### src/rtl/noc_link_buffer.sv
`default_nettype none
// ============================================================================
// Module      : noc_link_buffer
// Description : Elastic link stage between two adjacent routers. A DEPTH-entry
//               FIFO breaks the inter-router timing path, a per-VC framing
//               checker watches head/body/tail ordering, and saturating
//               counters track delivered flits and packets. Flits always pass
//               through unchanged.
// Ports       : clk, arst (async, active-low)
//               in_fdata/in_vc_id/in_valid/in_ready     upstream side
//               out_fdata/out_vc_id/out_valid/out_ready downstream side
//               clr_stats                               clears counters/errors
//               flit_cnt, pkt_cnt, err, err_vc          link statistics
// Revision    : 1.0 - initial release
// ============================================================================
module noc_link_buffer #(
    parameter int FLIT_WIDTH = 34,
    parameter int N_VIRT_CHN = 3,
    parameter int VC_WIDTH   = 2,
    parameter int DEPTH      = 2,
    parameter int CNT_WIDTH  = 16
) (
    input  logic                  clk,
    input  logic                  arst,
    input  logic [FLIT_WIDTH-1:0] in_fdata,
    input  logic [VC_WIDTH-1:0]   in_vc_id,
    input  logic                  in_valid,
    output logic                  in_ready,
    output logic [FLIT_WIDTH-1:0] out_fdata,
    output logic [VC_WIDTH-1:0]   out_vc_id,
    output logic                  out_valid,
    input  logic                  out_ready,
    input  logic                  clr_stats,
    output logic [CNT_WIDTH-1:0]  flit_cnt,
    output logic [CNT_WIDTH-1:0]  pkt_cnt,
    output logic                  err,
    output logic [VC_WIDTH-1:0]   err_vc
);

    localparam int PTR_W = (DEPTH > 1) ? $clog2(DEPTH) : 1;

    localparam logic [PTR_W:0]      FULL_CNT = (PTR_W+1)'(DEPTH);
    localparam logic [VC_WIDTH:0]   VC_LIMIT = (VC_WIDTH+1)'(N_VIRT_CHN);
    localparam logic [CNT_WIDTH-1:0] CNT_MAX = '1;

    localparam logic [1:0] TYPE_HEAD = 2'b00;
    localparam logic [1:0] TYPE_BODY = 2'b01;
    localparam logic [1:0] TYPE_TAIL = 2'b10;

    typedef enum logic [0:0] {
        VC_IDLE   = 1'b0,
        VC_IN_PKT = 1'b1
    } vc_state_t;

    // ------------------------------------------------------------------
    // FIFO
    // ------------------------------------------------------------------
    logic [FLIT_WIDTH-1:0] mem_data [DEPTH];
    logic [VC_WIDTH-1:0]   mem_vc   [DEPTH];
    logic [PTR_W-1:0]      wr_ptr;
    logic [PTR_W-1:0]      rd_ptr;
    logic [PTR_W-1:0]      rd_next;
    logic [PTR_W:0]        count;
    logic [PTR_W:0]        count_next;
    logic                  push;
    logic                  pop;
    logic                  load_head;
    logic                  head_from_in;

    // Depends on stored count only, so out_ready never reaches in_ready.
    assign in_ready = (count != FULL_CNT);
    assign push     = in_valid & in_ready;
    assign pop      = out_valid & out_ready;

    always_comb begin
        count_next = count;
        case ({push, pop})
            2'b10:   count_next = count + 1'b1;
            2'b01:   count_next = count - 1'b1;
            default: count_next = count;
        endcase
    end

    assign rd_next = pop ? (rd_ptr + PTR_W'(1)) : rd_ptr;

    // The output registers are refreshed only when a new head appears:
    // after a pop that leaves data behind, or when an empty FIFO is filled.
    // Otherwise they hold, which keeps data stable and retains the last
    // flit while empty. If the new head slot is being written right now,
    // it must come from the input rather than the not-yet-written memory.
    assign load_head    = (count_next != '0) && (pop || (count == '0));
    assign head_from_in = push && (wr_ptr == rd_next);

    always_ff @(posedge clk) begin
        if (push) begin
            mem_data[wr_ptr] <= in_fdata;
            mem_vc[wr_ptr]   <= in_vc_id;
        end
    end

    always_ff @(posedge clk or negedge arst) begin
        if (!arst) begin
            wr_ptr    <= '0;
            rd_ptr    <= '0;
            count     <= '0;
            out_valid <= 1'b0;
            out_fdata <= '0;
            out_vc_id <= '0;
        end else begin
            if (push) begin
                wr_ptr <= wr_ptr + PTR_W'(1);
            end
            rd_ptr    <= rd_next;
            count     <= count_next;
            out_valid <= (count_next != '0);
            if (load_head) begin
                out_fdata <= head_from_in ? in_fdata : mem_data[rd_next];
                out_vc_id <= head_from_in ? in_vc_id : mem_vc[rd_next];
            end
        end
    end

    // ------------------------------------------------------------------
    // Per-VC framing checker
    // ------------------------------------------------------------------
    vc_state_t  vc_state      [N_VIRT_CHN];
    vc_state_t  vc_state_next [N_VIRT_CHN];
    logic [1:0] in_type;
    logic       vc_ok;
    logic       frame_err;

    assign in_type = in_fdata[FLIT_WIDTH-1 -: 2];
    assign vc_ok   = ({1'b0, in_vc_id} < VC_LIMIT);

    always_comb begin
        frame_err = 1'b0;
        for (int v = 0; v < N_VIRT_CHN; v++) begin
            vc_state_next[v] = vc_state[v];
        end
        if (push) begin
            if (!vc_ok || (in_type == 2'b11)) begin
                frame_err = 1'b1;
            end else begin
                for (int v = 0; v < N_VIRT_CHN; v++) begin
                    if (in_vc_id == VC_WIDTH'(v)) begin
                        case (vc_state[v])
                            VC_IDLE: begin
                                if (in_type == TYPE_HEAD) begin
                                    vc_state_next[v] = VC_IN_PKT;
                                end else begin
                                    frame_err = 1'b1;
                                end
                            end
                            VC_IN_PKT: begin
                                if (in_type == TYPE_TAIL) begin
                                    vc_state_next[v] = VC_IDLE;
                                end else if (in_type == TYPE_HEAD) begin
                                    frame_err = 1'b1;
                                end
                            end
                            default: vc_state_next[v] = VC_IDLE;
                        endcase
                    end
                end
            end
        end
    end

    always_ff @(posedge clk or negedge arst) begin
        if (!arst) begin
            for (int v = 0; v < N_VIRT_CHN; v++) begin
                vc_state[v] <= VC_IDLE;
            end
        end else begin
            for (int v = 0; v < N_VIRT_CHN; v++) begin
                vc_state[v] <= vc_state_next[v];
            end
        end
    end

    // ------------------------------------------------------------------
    // Statistics; clr_stats overrides any same-cycle update
    // ------------------------------------------------------------------
    logic pop_tail;
    assign pop_tail = pop && (out_fdata[FLIT_WIDTH-1 -: 2] == TYPE_TAIL);

    always_ff @(posedge clk or negedge arst) begin
        if (!arst) begin
            flit_cnt <= '0;
            pkt_cnt  <= '0;
            err      <= 1'b0;
            err_vc   <= '0;
        end else if (clr_stats) begin
            flit_cnt <= '0;
            pkt_cnt  <= '0;
            err      <= 1'b0;
            err_vc   <= '0;
        end else begin
            if (pop && (flit_cnt != CNT_MAX)) begin
                flit_cnt <= flit_cnt + 1'b1;
            end
            if (pop_tail && (pkt_cnt != CNT_MAX)) begin
                pkt_cnt <= pkt_cnt + 1'b1;
            end
            // Only the first error since reset/clear records its VC.
            if (frame_err && !err) begin
                err    <= 1'b1;
                err_vc <= in_vc_id;
            end
        end
    end

endmodule
`default_nettype wire
### config.mk
export PLATFORM = sky130hd
export DESIGN_NAME = noc_link_buffer
export DESIGN_NICKNAME = d
export VERILOG_FILES = /design/src/rtl/noc_link_buffer.sv
export SDC_FILE = /design/constraint.sdc
export NUM_CORES = 1
export LEC_CHECK = 0
export ABC_AREA = 1
export ABC_CLOCK_PERIOD_IN_PS = 4100
export BUFFER_PORTS_ARGS = -buffer_cell sky130_fd_sc_hd__buf_2
export CAP_MARGIN = 10
export CORE_MARGIN = 8
export CORE_UTILIZATION = 35
export DETAILED_ROUTE_END_ITERATION = 8
export SLEW_MARGIN = 20
export SYNTH_ARGS = -nofsm -noshare
export SYNTH_HDL_FRONTEND = slang
export SYNTH_SLANG_ARGS = --single-unit
### constraint.sdc
create_clock -name clk -period 4.1 [get_ports clk]
set_input_delay 1.025 -clock clk [delete_from_list [all_inputs] [get_ports clk]]
set_output_delay 1.025 -clock clk [all_outputs]
set_load 0.02 [all_outputs]
== Word-level counts from Yosys, hierarchy flattened ==
Memories as Yosys holds them, arrays and structs flattened. A register that Yosys moved wholly into a read port is not among the register bits.
Cells that the tools add are included.

* Word-level logic and storage cells: 90
* Memory bits (writable): 72
* Register bits: 43
* Output and inout bits: 73
* Bits of input ports: 41
* Memories kept: 2

{| class="wikitable"
|+ Memory list
! name !! words !! bits a word !! rd ports !! clocked after memory_dff !! write ports !! line !! RTL
|-
| mem_data || 2 || 34 || 1 || 1 || 1 || 58 || <nowiki>logic [FLIT_WIDTH-1:0] mem_data [DEPTH];</nowiki>
|-
| mem_vc || 2 || 2 || 1 || 1 || 1 || 59 || <nowiki>logic [VC_WIDTH-1:0] mem_vc [DEPTH];</nowiki>
|}

* Bitwise gates (word level): 6
* Equal/unequal tests: 10
* $add $sub $neg: 6
* Reductions and logical operators: 21
* $lt $le $gt $ge: 1
* Multiplexer cells: 33

{| class="wikitable"
|+ Operators by type and width
! kind !! number
|-
| 16-bit 2-to-1 mux || 4
|-
| 16-bit by 1-bit adder with 16-bit output (second input constant) || 2
|-
| 16-bit inequality test (second input constant) || 2
|-
| 1-bit 2-to-1 mux || 20
|-
| 1-bit case mux with 2 select lines || 6
|-
| 2-bit == test (second input constant) || 5
|-
| 3-bit AND reduction || 3
|-
| 2-bit nonzero test || 4
|-
| 2-bit zero test || 3
|-
| 1-bit logical AND || 5
|-
| 2-bit by 1-bit == test with 1-bit output (second input constant) || 2
|-
| 1-bit zero test || 4
|-
| 2-bit 2-to-1 mux || 2
|-
| 1-bit inverter || 4
|-
| 2-bit case mux with 2 select lines || 1
|-
| 1-bit adder (second input constant) || 2
|-
| 2-bit by 1-bit adder with 2-bit output (second input constant) || 1
|-
| 1-bit bitwise AND || 2
|-
| 1-bit logical OR || 2
|-
| 2-bit less-than comparator (second input constant) || 1
|-
| 2-bit inequality test (second input constant) || 1
|-
| 2-bit by 1-bit subtractor with 2-bit output (second input constant) || 1
|}

== Logic depth before layout (Yosys ltp) ==
Gate-level depths: netlist of run 1.

* Depth after elaboration: 18
* Gate-level depth with buffers: 15
* Mapped depth without buffers: 14

== Least setup slack after synthesis of run 1 ==
No wires, ideal clock.

* Path kind: input to register
* From: input in_valid
* To: memory mem_data[1][0], enable pin
* Arrival: 2.903 ns
* Buffers on the path: 0
* Setup time: 0.431 ns
* Stages: 3
* Path slack: 0.766 ns
* Required time: 3.669 ns
* Cells stage by stage: a21boi_4 > inv_1 > nor2_1

* Longest elaborated chain between the ends: 3

{| class="wikitable"
|+ RTL lines
! element !! line !! RTL
|-
| start, declared || 27 || <nowiki>input logic in_valid,</nowiki>
|-
| 1-bit bitwise AND || 72 || <nowiki>assign push = in_valid & in_ready;</nowiki>
|-
| 1-bit 2-to-1 mux || 95 || <nowiki>if (push) begin</nowiki>
|-
| 1-bit 2-to-1 mux (implied by the code) || 96 || <nowiki>mem_data[wr_ptr] <= in_fdata;</nowiki>
|-
| end, declared || 58 ||
|}

Every way passes these cells.

== Worst setup path after layout of run 1 ==
* From: input in_valid
* To: register out_fdata[5], read port of mem_data

* Longest elaborated chain between the ends: 5
* Elaborated cells between the ends (all ways): 6

{| class="wikitable"
|+ RTL lines
! element !! line !! RTL
|-
| 1-bit bitwise AND * || 72 ||
|-
| 2-bit by 1-bit == test with 1-bit output / 2-bit == test (equally long branches) || 77 || <nowiki>case ({push, pop})</nowiki>
|-
| 2-bit case mux with 2 select lines * || 77 ||
|-
| via count_next[1] || 64 || <nowiki>logic [PTR_W:0] count_next;</nowiki>
|-
| 2-bit nonzero test * || 91 || <nowiki>assign load_head = (count_next != '0) && (pop || (count == '0));</nowiki>
|-
| 1-bit logical AND * || 91 ||
|-
| end, declared || 29 || <nowiki>output logic [FLIT_WIDTH-1:0] out_fdata,</nowiki>
|}

Mark *: on every way through the listed nets, which the timed path passes. The rest lies on a longest branch.
A chain may end at the register's enable or synchronous reset.

==> run metrics, run 1 <==
pin count of the biggest net entering global routing=42; # setup viols final=0; fillers=1996; DRT iter0 DRCs=342; worst setup path class=input port to register; layout cells sized above 1=19.4%; initial antenna violation count=1; first-pass GRT wire length=29500 um; 1st-pass router iterations=4; LEAKAGE=4.13 nW; setup TNS=0 ns; CP cell instances=buf_2 > a21boi_4 > inv_1 > ha_1 > inv_1 > nand3_2 > xor2_2 > inv_2 > nand2_2 > nand2_4 > inv_4 > nand2_1 > nand2_1; TritonCTS clock tree=yes; average via count per standard cell=4.68; post-synthesis cell area=7140 um^2; HPWL after DPL=11900 um; area of the multi-input gates=2650 um^2; synthesized net count=859; Worst-Skew Late Latency=0.42 ns; crit path DAT=3.11 ns; CTS resizes=0; Worst EP required=4.46 ns; placed cells=1180; Slew HR=52.2%; die span in x=159 um; hold_buf cts=0; vias in the first global route=5618; input/output buffers=113; TritonCTS Sinks=151; Seq cells post-synth=151; routed len/inst=14.7 um; max-cap violation count=0; GRT overflow=0; Post-synth EDFFs=72; library cells used by synthesis=34; Core Rows=52; Post-Layout Cell Count=1212; critical path endpoint category=register; root buf cell=clkbuf_16; I/O pins=114; Synth Instances=815; clk buf depth=2; Critical Path Source Type=input port; Post-synth ARST share=52.3%; gr usage total=14.4%; fin. max-slew vios=0; Initial Util=35.5%; register area=4140 um^2; Post-Route WL=17900 um; core area=20100 um^2; status=finished clean; Layout area overhead=19.5%; Final period util=67.1%; maximum clock frequency=363 MHz; RSZ-0062 raised after global routing=no; Clock Skews=0.0202 ns; Layout Nets=973; Final Util=42.4%; Vias=5675; fin crit period=2.75 ns; Max stage delay on crit path=0.43 ns; Clock Pin Slew Worst Setup and Hold Paths=0.06 ns; Worst Max-Slew Pin Slew=0.716 ns; syn avg cell area=8.76 um^2; synthesis warning total=0; worst-path fanout max=37; CTS H-tree depth=4; routability cong.=0.790; VDD IR max=361 uV; die area=25200 um^2; setup bufs post-CTS=0; Post-DRT Antenna Nets=0; register area share after synthesis=58.0%; power per cell area=716 nW/um^2; most common flop cell mapped by yosys=dfrtp_1; antenna cell count=0; Die Ht=159 um; Hold Crit Class=register to register; CTS Buf Count=17; # DRC=0; final hold viol count=0; CP max-delay cell=inv_4
==> cell usage after synthesis (4+ instances only) <==
cell type	number	area, um^2
inv_2	8	30.0
inv_1	39	146
nand3_1	66	330
edfxtp_1	72	2160
buf_4	10	75.1
xnor2_1	4	35.0
nand2_4	4	45.0
nor3_1	13	65.1
nand2_1	381	1430
o21ai_0	18	90.1
xor2_1	7	61.3
o21ai_1	5	25.0
dfrtp_1	79	1980
a21oi_1	5	25.0
nand2_2	5	31.3
nor2_1	38	143
nand4_1	25	156
buf_2	10	50.1
==> layout by cell type, fill, tap and decap left out, types with 7 or more instances in the layout <==
cell	count
nor2_1	36
inv_6	7
o21ai_0	18
inv_1	39
xor2_1	7
nand2_1	381
nor3_1	13
buf_2	112
dfrtp_1	79
edfxtp_1	72
buf_4	10
inv_2	8
clkbuf_16	17
nand3_1	66
nand4_1	25
==> stage by stage <==
stage                     area [um^2]  setup slack (ns)  hold slack (ns)  power, mW
after floorplan                  7140             0.766            0.474       4.01
after global placement           7950             0.913            0.460       4.62
after detailed placement         7950             0.870            0.461       4.65
after CTS                        8530              1.31            0.479       6.21
after global routing             8530              1.12            0.502       6.60
final                            8530              1.35            0.473       6.11
==> cells by family after synthesis <==
logic type	count (synthesis)	synth area share (%)
xor+xnor	13	1.96
compound gates	35	2.89
simple gates	537	31.5
fa+ha+maj	3	0.526
flops	151	58.0
buf+inv	76	5.08
==> final timing paths <==
path	slack [ns]	cells past startpoint	to	start
min reg2reg	0.47	2	out_fdata[4]	out_fdata[4]
min in group asynchronous	0.61	1	out_fdata[9]	arst
max reg2reg	1.57	12	out_fdata[5]	count[1]
max in group asynchronous	2.71	2	pkt_cnt[13]	arst
min	0.47	2	out_fdata[4]	out_fdata[4]
max	1.35	13	out_fdata[5]	in_valid
==> area by class of cell <==
type | count | share of cell area, %
Clock inverter | 14 | 1.77
Tap cell | 270 | 3.96
Multi-Input combinational cell | 588 | 31.1
Sequential cell | 151 | 48.5
Timing Repair Buffer | 122 | 7.45
Clock buffer | 18 | 5.03
Inverter | 49 | 2.21
==> routing by layer <==
layer  share of wire, %  wire length (um)  vias up  global-route usage (%)
li1                   -                 -     2881                       -
met1                 48              8500     2653                    18.8
met2                 46              8280      124                    22.9
met3                4.8               864       15                    3.65
met4                1.1               201        2                    4.76
met5              0.067                12        -                       0
==> power by group <==
part	internal, mW	switching [mW]
sequential	2.02	0.190
clock	0.864	0.674
combinational	0.672	1.69
total	3.55	2.56
==> worst max-delay path: cells and delay by family <==
| kind | cells | cell delay [ns] |
|---|---|---|
| buf+inv | 5 | 0.87 |
| simple gates | 5 | 0.61 |
| fa+ha+maj | 1 | 0.31 |
| xor+xnor | 1 | 0.15 |
| compound gates | 1 | 0.13 |
==> state kept, by name (all words and copies together), names as in the netlist, named ones only <==
| register | cells |
|---|---|
| err | 1 |
| mem_vc | 4 |
| out_vc_id | 2 |
| out_fdata | 34 |
| wr_ptr | 1 |
| pkt_cnt | 16 |
| out_valid | 1 |
| flit_cnt | 16 |
| mem_data | 68 |
| rd_ptr | 1 |
| count | 2 |
| err_vc | 2 |
Power figures use the tool's default switching activity.
==> inputs of run 2 (changes only) <==
--- a/config.mk
+++ b/config.mk
@@ -5,8 +5,8 @@
 export SDC_FILE = /design/constraint.sdc
 export NUM_CORES = 1
 export LEC_CHECK = 0
-export ABC_AREA = 1
-export ABC_CLOCK_PERIOD_IN_PS = 4100
+export ABC_AREA = 0
+export ABC_CLOCK_PERIOD_IN_PS = 2900
 export BUFFER_PORTS_ARGS = -buffer_cell sky130_fd_sc_hd__buf_2
 export CAP_MARGIN = 10
 export CORE_MARGIN = 8
==> constraint.sdc (replaced) <==
create_clock -name clk -period 2.9 [get_ports clk]
set_input_delay 0.725 -clock clk [delete_from_list [all_inputs] [get_ports clk]]
set_output_delay 0.725 -clock clk [all_outputs]
set_load 0.02 [all_outputs]
==> run 2 against run 1 <==
  * Register-to-register slack got worse by 1.1 ns
  * Utilization decreased by 0.21 points
  * Synthesized area increased by 5.0%
  * Non-clock buffer count increased by 5
  * Largest power group unchanged
  * Sequential cell count unchanged
  * First-iteration DRC count increased by 24%
  * Hold slack got worse by 0.16 ns
  * Sequential power increased by 45%
  * Sequential share of layout area decreased by 1.9 points
  * Final cell count decreased by 15%
  * Via count decreased by 2.2%
==> run metrics, run 2 <==
critical path endpoint category=register; power per cell area=1030 nW/um^2 (+44%); post-synthesis cell area=7490 um^2 (+5.0%); die span in x=162 um (+2.2%); maximum clock frequency=412 MHz; # DRC=0 (unchanged); Vias=5549 (-2.2%); worst setup path class=register to register; placed instance area=8290 um^2 (+4.3%); die area=26300 um^2 (+4.5%); layout cells sized above 1=30.5% (+11 points); Design Area, Final=8880 um^2 (+4.0%); worst-path fanout max=23 (-38%); fin crit period=2.43 ns; Post-synth ARST share=52.3% (unchanged); most frequent cell after synthesis=dfrtp_1; clk buf depth=2 (unchanged); syn avg cell area=11.5 um^2 (+31%); most common flop cell mapped by yosys=dfrtp_1; placed cells=1001 (-15%); Final Util=42.2% (-0.21 points); final hold viol count=0 (unchanged); Layout area overhead=18.5%; clock power share=24.1% (-1.1 points); Post-DRT Antenna Nets=0 (unchanged); initial antenna violation count=2 (+1); Synth area leader=edfxtp_1; Post-synth top cells=dfrtp_1 (79), edfxtp_1 (72), nor2_1 (66); max-cap violation count=0 (unchanged); Net Sw Frac=38.7% (-3.2 points); average via count per standard cell=5.37 (+15%); Post-Route WL=19300 um (+7.9%); Post-synth EDFFs=72 (unchanged); vias in the first global route=5538 (-1.4%); RSZ-0062 raised after global routing=no; library cells used by synthesis=63 (+85%); Worst-Skew Late Latency=0.42 ns (about the same); Initial Util=35.6% (+0.14 points); CTS H-tree depth=4 (unchanged); commonest cells after routing, fill and taps aside=buf_2 (112), dfrtp_1 (78), edfxtp_1 (72), nor2_1 (65), nand2_1 (51); first-pass GRT wire length=31200 um (+5.6%); commonest non-fill, non-tap cell in the layout=buf_2; Clock Pin Slew Worst Setup and Hold Paths=0.06 ns (about the same); CTS resizes=0 (unchanged); Seq cells post-synth=151 (unchanged); Largest register FFs=68 (unchanged); status=finished clean; I/O pins=114 (unchanged); # setup viols final=0 (unchanged); GRT overflow=0 (unchanged); hold_buf cts=0 (unchanged); 1st-pass router iterations=5 (+1); top-area cell type share of the netlist area=28.9% (-1.4 points); Core Rows=53 (+1.9%); core area=21000 um^2 (+4.6%); register area share after synthesis=55.2% (-2.8 points); Layout Nets=789 (-19%); Synth Instances=654 (-20%); part of the power in registers=34.9% (-1.2 points); crit path DAT=2.73 ns (-0.38 ns); VDD IR max=501 uV (+39%); input/output buffers=113 (unchanged); DRT iter0 DRCs=424 (+24%); TritonCTS Sinks=151 (unchanged); Clock Skews=0.0109 ns (-0.00934 ns); Die Ht=162 um (+2.2%); Hold Crit Class=input port to async pin; CTS Buf Count=17 (unchanged); Worst Max-Slew Pin Slew=0.737 ns (+0.0209 ns); register bank with the most flops=mem_data; TritonCTS clock tree=yes; P_int=5.61 mW (+58%); Final period util=83.8%; pin count of the biggest net entering global routing=73 (+74%); setup bufs post-CTS=0 (unchanged); gr usage total=14.9% (+0.47 points); root buf cell=clkbuf_16; sw power=3.54 mW (+39%); Post-Layout Cell Count=1033 (-15%); Worst EP required=3.20 ns (-1.26 ns); setup TNS=0 ns (unchanged); synthesized net count=698 (-19%); Critical Path Source Type=register; Slew HR=50.9% (-1.3 points); biggest regs=mem_data x68, out_fdata x34; routed len/inst=18.7 um (+27%); synthesis warning total=0 (unchanged); fin. max-slew vios=0 (unchanged); Combinational Power Share=41.0% (+2.3 points); Synth area leaders=edfxtp_1 (29%), dfrtp_1 (26%), a31o_2 (4.2%), a221oi_2 (3.8%), nor2_1 (3.3%); LEAKAGE=3.60 nW (-13%); HPWL after DPL=12100 um (+1.5%); antenna cell count=0 (unchanged); routability cong.=0.800 (+1.3%)
[run 2: area by class of cell]
| type | instances | area [um^2] |
|---|---|---|
| Sequential cell | 151 | 4140 |
| Clock buffer | 22 | 465 |
| Clock inverter | 10 | 120 |
| Tap cell | 275 | 344 |
| Inverter | 10 | 40.0 |
| Timing Repair Buffer | 127 | 736 |
| Fill cell | 2000 | 12100 |
| Multi-Input combinational cell | 438 | 3030 |
[run 2: per-layer routing]
metal  track usage [%]  up-vias  part of all wire, %
met3              4.38       16                  6.1
li1                  -     2662                    -
met1              19.9     2719                   47
met5                 0        -                 0.11
met2              23.1      148                   46
met4              4.00        4                 0.82
[run 2: power groups by stage]
| stage | sequential (mW) | clock [mW] | combinational, mW |
|---|---|---|---|
| floorplan | 3.46 | 0 | 2.52 |
| global placement | 3.24 | 0 | 3.76 |
| detailed placement | 3.23 | 0 | 3.81 |
| CTS | 3.20 | 2.26 | 3.82 |
| global route | 3.26 | 2.35 | 4.13 |
| finish | 3.20 | 2.20 | 3.76 |
[run 2: path summary, 6_finish.rpt]
path | startpoint | end | slack [ns] | depth (start not counted)
worst max-delay path | count[0] | out_vc_id[1] | 0.47 | 10
worst min-delay path | arst | pkt_cnt[9] | 0.32 | 1
worst max register to register | count[0] | out_vc_id[1] | 0.47 | 10
worst min register to register | out_fdata[9] | out_fdata[9] | 0.47 | 2
max in group asynchronous | arst | wr_ptr | 1.92 | 2
min in group clk | out_fdata[9] | out_fdata[9] | 0.47 | 2
[run 2: kinds of logic after synthesis]
kind of cell / after synthesis / share of synthesized area [%]
xor gates and xnor gates: 24 / 2.81
buffers and inverters: 65 / 4.46
adders and majority gates: 3 / 0.501
DFF: 151 / 55.2
muxes: 13 / 1.75
and+or+nand+nor: 216 / 14.4
AOI/OAI and AO/OA: 182 / 20.8
[run 2: metrics by stage]
| step | power (mW) | worst slack [ns] | hold slack, ns |
|---|---|---|---|
| floorplan | 5.98 | 0.308 | 0.429 |
| global placement | 7.00 | 0.241 | 0.459 |
| detailed placement | 7.04 | 0.158 | 0.461 |
| CTS | 9.27 | 0.429 | 0.342 |
| global route | 9.75 | 0.265 | 0.361 |
| finish | 9.16 | 0.470 | 0.317 |
[run 2: worst max-delay path, stage by stage (launching register included)]
cell and delay [ns]:
dfrtp_1 0.44, nand2b_1 0.20, and2_2 0.22, inv_2 0.09
ha_1 0.26, nand3b_1 0.16, a21oi_1 0.19, a221o_2 0.28
buf_4 0.30, nand2_1 0.11, o41ai_2 0.06
